--- src/rtl/pipe_fft_dly_line.sv ---
`default_nettype none
// ============================================================================
// Module      : pipe_fft_dly_line
// Description : Self-addressing, run-time programmable delay line (0..DEPTH
//               samples) with fill tracking, valid strobe and flush on load.
// Revision    : 1.0 - initial release
// ============================================================================
module pipe_fft_dly_line #(
    parameter int WIDTH = 68,
    parameter int DEPTH = 64,
    parameter int LW    = $clog2(DEPTH + 1)
) (
    input  logic             clk,
    input  logic             rst,
    input  logic             en,
    input  logic [WIDTH-1:0] din,
    input  logic             cfg_ld,
    input  logic [LW-1:0]    dly_len,
    output logic [WIDTH-1:0] dout,
    output logic             dout_vld,
    output logic             primed,
    output logic             cfg_err
);

    localparam int            c_PW       = $clog2(DEPTH);
    localparam logic [LW-1:0] c_DEPTH_L  = LW'(DEPTH);
    localparam logic [c_PW-1:0] c_LAST_PTR = c_PW'(DEPTH - 1);

    logic [WIDTH-1:0] r_mem [DEPTH];
    logic [c_PW-1:0]  r_wptr;
    logic [LW-1:0]    r_fill;
    logic [LW-1:0]    r_len;
    logic [WIDTH-1:0] r_dout;
    logic             r_dout_vld;
    logic             r_cfg_err;

    logic             w_accept;
    logic             w_hit;
    logic [c_PW-1:0]  w_back;
    logic [c_PW-1:0]  w_rd_addr;
    logic [WIDTH-1:0] w_next_dout;

    assign w_accept = en & ~cfg_ld & ~rst;
    assign w_hit    = (r_fill >= r_len);

    // Read address = (wptr - L) mod DEPTH without needing a power-of-two DEPTH.
    assign w_back    = c_PW'(c_DEPTH_L - r_len);
    assign w_rd_addr = (LW'(r_wptr) >= r_len) ? (r_wptr - c_PW'(r_len))
                                              : (r_wptr + w_back);

    always_comb begin
        w_next_dout = '0;
        if (r_len == '0) begin
            w_next_dout = din;
        end else if (w_hit) begin
            w_next_dout = r_mem[w_rd_addr];
        end
    end

    // Storage is never reset; the old word is read in the same edge it is overwritten.
    always_ff @(posedge clk) begin
        if (w_accept) begin
            r_mem[r_wptr] <= din;
        end
    end

    always_ff @(posedge clk) begin
        if (rst) begin
            r_len      <= c_DEPTH_L;
            r_wptr     <= '0;
            r_fill     <= '0;
            r_dout     <= '0;
            r_dout_vld <= 1'b0;
            r_cfg_err  <= 1'b0;
        end else if (cfg_ld) begin
            if (dly_len > c_DEPTH_L) begin
                r_len     <= c_DEPTH_L;
                r_cfg_err <= 1'b1;
            end else begin
                r_len     <= dly_len;
                r_cfg_err <= 1'b0;
            end
            r_wptr     <= '0;
            r_fill     <= '0;
            r_dout     <= '0;
            r_dout_vld <= 1'b0;
        end else if (en) begin
            r_wptr     <= (r_wptr == c_LAST_PTR) ? '0 : r_wptr + 1'b1;
            r_fill     <= (r_fill == c_DEPTH_L) ? r_fill : r_fill + 1'b1;
            r_dout     <= w_next_dout;
            r_dout_vld <= w_hit;
        end else begin
            r_dout_vld <= 1'b0;
        end
    end

    assign dout     = r_dout;
    assign dout_vld = r_dout_vld;
    assign primed   = w_hit;
    assign cfg_err  = r_cfg_err;

endmodule
`default_nettype wire

--- config.mk ---
export PLATFORM = sky130hd
export DESIGN_NAME = pipe_fft_dly_line
export DESIGN_NICKNAME = d
export VERILOG_FILES = /design/src/rtl/pipe_fft_dly_line.sv
export SDC_FILE = /design/constraint.sdc
export NUM_CORES = 2
export LEC_CHECK = 0
export CAP_MARGIN = 5
export CORE_UTILIZATION = 45
export CTS_CLUSTER_SIZE = 24
export DETAILED_ROUTE_END_ITERATION = 12
export DONT_BUFFER_PORTS = 1
export GPL_ROUTABILITY_DRIVEN = 1
export PLACE_DENSITY_LB_ADDON = 0.1
export SETUP_SLACK_MARGIN = 0.1
export SYNTH_ARGS = -nofsm -noshare
export SYNTH_HDL_FRONTEND = slang
export SYNTH_MEMORY_MAX_BITS = 65536
export SYNTH_SLANG_ARGS = --single-unit
--- constraint.sdc ---
create_clock -name clk -period 5.2 [get_ports clk]
set_input_delay 1.04 -clock clk [delete_from_list [all_inputs] [get_ports clk]]
set_output_delay 1.04 -clock clk [all_outputs]
set_load 0.01 [all_outputs]
==> reports/qor.yml <==
layout:
  final_layout_size_suffix_gt1_share_pct: 24.55
  layout_commonest_cell: "edfxtp_1"
  fin_area_mm2: 0.1939
  nets: 8402
  final_cell_mix: "4352 x edfxtp_1, 1086 x mux4_2, 893 x nand2_1"
  n_fill_cell: 29750
  area_delta_synth_final_pct: 13.76
critical_path:
  crit_required_ps: 6040
  path_max_fanout: 54
  cp-start-kind: "register"
  crit_arrival_ps: 5170
  setup.worst_path.end_class: "register"
  critPathKind: "register to register"
timing:
  setup_tns_ps: 0
  fmax_mhz: 231.0
  slew_violations: 0
  setup_viol: 0
  hold_ws_ps: 126.5
  fin_skew_ps: 43.53
  period_minus_slack_ps: 4329
  maxSlewHeadroom_pct: 20.20
  timing.final.ws_setup_ps: 871.1
  worst_slew_pin_slew_ps: 1197
  finalHoldViolations: 0
  period_share_pct: 83.25
  rsz0062_at_grt: "no"
hold_path:
  min_path_type: "primary input to register"
synth:
  synth-async-reset-ratio_pct: 0
  syn-num-nets: 8096
  yosysSeqAreaShare_pct: 77.75
  yosys.cell_types.count: 53
  synth_cells: 8001
  synth_area_mm2: 0.1704
  ys.flop_type: "edfxtp_1"
  ys_ff_latch: 4442
  yosysTopAreaCellShare_pct: 76.69
  yosys_warnings: 0
  synth_edf_count: 4352
  yosys-top-cells-area: "edfxtp_1 77%, mux4_2 14%, nand2_1 2.0%, dfxtp_1 1.1%, mux2i_1 0.85%"
  synth.avg_cell_area_um2: 21.30
  synth_top_area_cell: "edfxtp_1"
clocking:
  post_cts_resized: 0
  cts_setup_buffers: 0
  cts.sinks: 4442
  clk_pin_slew_ps: 60
  cts-root-buf: "clkbuf_16"
  cts_tree: "built"
  cts_max_level: 5
  clockBufferDepth: 4
  clk_latency_ps: 990
  holdBufCountCts: 0
  cts-buffers-inserted: 462
placed_design:
  dp_hpwl_um: 258100
  port-buffer-count: 0
  pre_cts_ws_ps: 1004
  dpl-instance-area_mm2: 0.1794
  gp_congestion: 0.7667
floorplanning:
  die_h_um: 617.4
  die_x_um: 617.4
  rows: 225
  core_area_mm2: 0.3761
  pin_count: 150
  dieArea_mm2: 0.3812
  initial_core_util_pct: 45.31
global_routing:
  grt_usage_pct: 26.82
  grt_max_degree: 85
  grt_pass1_wl_um: 709900
  antenna_found_initial: 18
  grt.overflow.total: 0
  grt_pass1_vias: 88050
detailed_routing:
  drc: 0
  vias: 87020
  wire_per_inst_um: 37.60
  firstDrtPassIters: 6
  drtIter0Drc: 10780
  drt-vias-per-instance: 6.354
  wl_um: 515000
  drtAntennaViolNets: 0
status:
  status: "finished clean"
job:
  max-cap-violations: 0
power:
  p_leak_nw: 59.91
  p_per_area_mw_per_mm2: 392.7
  peakVddDrop_uv: 300.5
  finalPower_mw: 76.12
## cells by family after synthesis
group	share of synthesized area, %
compound gates	2.386
simple gates	3.299
fa+ha+maj	0.1219
xor+xnor	0.04626
mux	15.21
buf+inv	1.197
flops	77.75
## layer usage
layer	up-vias	part of all wire [%]	GRT usage (%)	wire, um
li1	34080	-	-	-
met1	48300	41	37.86	210500
met2	3985	48	43.35	247300
met3	659	8.6	5.303	44360
met4	0	2.5	6.261	12760
met5	-	0	0	0
## registers in the layout (all words and copies together), names as in the netlist
name	cells
r_mem	4352
dout	68
r_fill	7
r_len	7
r_wptr	6
cfg_err	1
dout_vld	1
## report_power, final
part / internal [mW] / switching (mW) / total, mW
logic: 2.11 / 2.94 / 5.05
clock network: 17.9 / 13.8 / 31.7
registers: 39.3 / 0.0558 / 39.4
## cells in the mapped netlist, types with 38 or more instances
master and instances:
nand2_1 893, a22oi_1 68, a32o_1 66, nor2_1 233, clkbuf_1 262, nand3_1 73, mux4_2 1086, dfxtp_1 90
a31oi_1 72, a311o_1 66, nor4b_1 38, buf_1 53, a32oi_1 134, o21ai_0 77, buf_2 148, edfxtp_1 4352
mux2i_1 144
## final timing paths
kind                       endpoint  slack (ps)              startpoint  cells past startpoint
min reg2reg  r_fill[6]$_SDFFE_PP0P_         530  r_fill[6]$_SDFFE_PP0P_                      2
max reg2reg    dout[6]$_SDFFE_PP0P_         870   r_len[0]$_SDFFE_PP0P_                     11
max            dout[6]$_SDFFE_PP0P_         870   r_len[0]$_SDFFE_PP0P_                     11
min            cfg_err$_SDFFE_PP0P_         130                     rst                      1
## per-stage QoR
| step | util [%] | cells |
|---|---|---|
| 2_1_floorplan | - | 8001 |
| 3_3_place_gp | 47.71 | 12840 |
| 3_5_place_dp | 47.71 | 12840 |
| 4_1_cts | 51.54 | 13690 |
| 5_1_grt | 51.54 | 13690 |
| 6_report | 51.54 | 13700 |
## final cells by class
type / count / area, um^2 / share of cell area, %
Sequential cell: 4442 / 132500 / 68.34
Antenna cell: 3 / 7.507 / 0.003873
Multi-Input combinational cell: 3076 / 36470 / 18.81
Clock buffer: 608 / 12480 / 6.437
Clock inverter: 248 / 1931 / 0.9959
Timing Repair Buffer: 311 / 4174 / 2.153
Tap cell: 4994 / 6248 / 3.223
Inverter: 14 / 55.05 / 0.02840
## worst max-delay path, cell delays in order, from the launching register on
cell	delay (ps)
dfxtp_1	550
ha_4	190
inv_1	50
fa_4	490
and3_1	230
o21ai_0	240
nand2_1	320
nor2_4	590
buf_12	450
a32oi_1	370
nor4b_2	260
a311o_1	270
(Power assumes the default switching activity.)
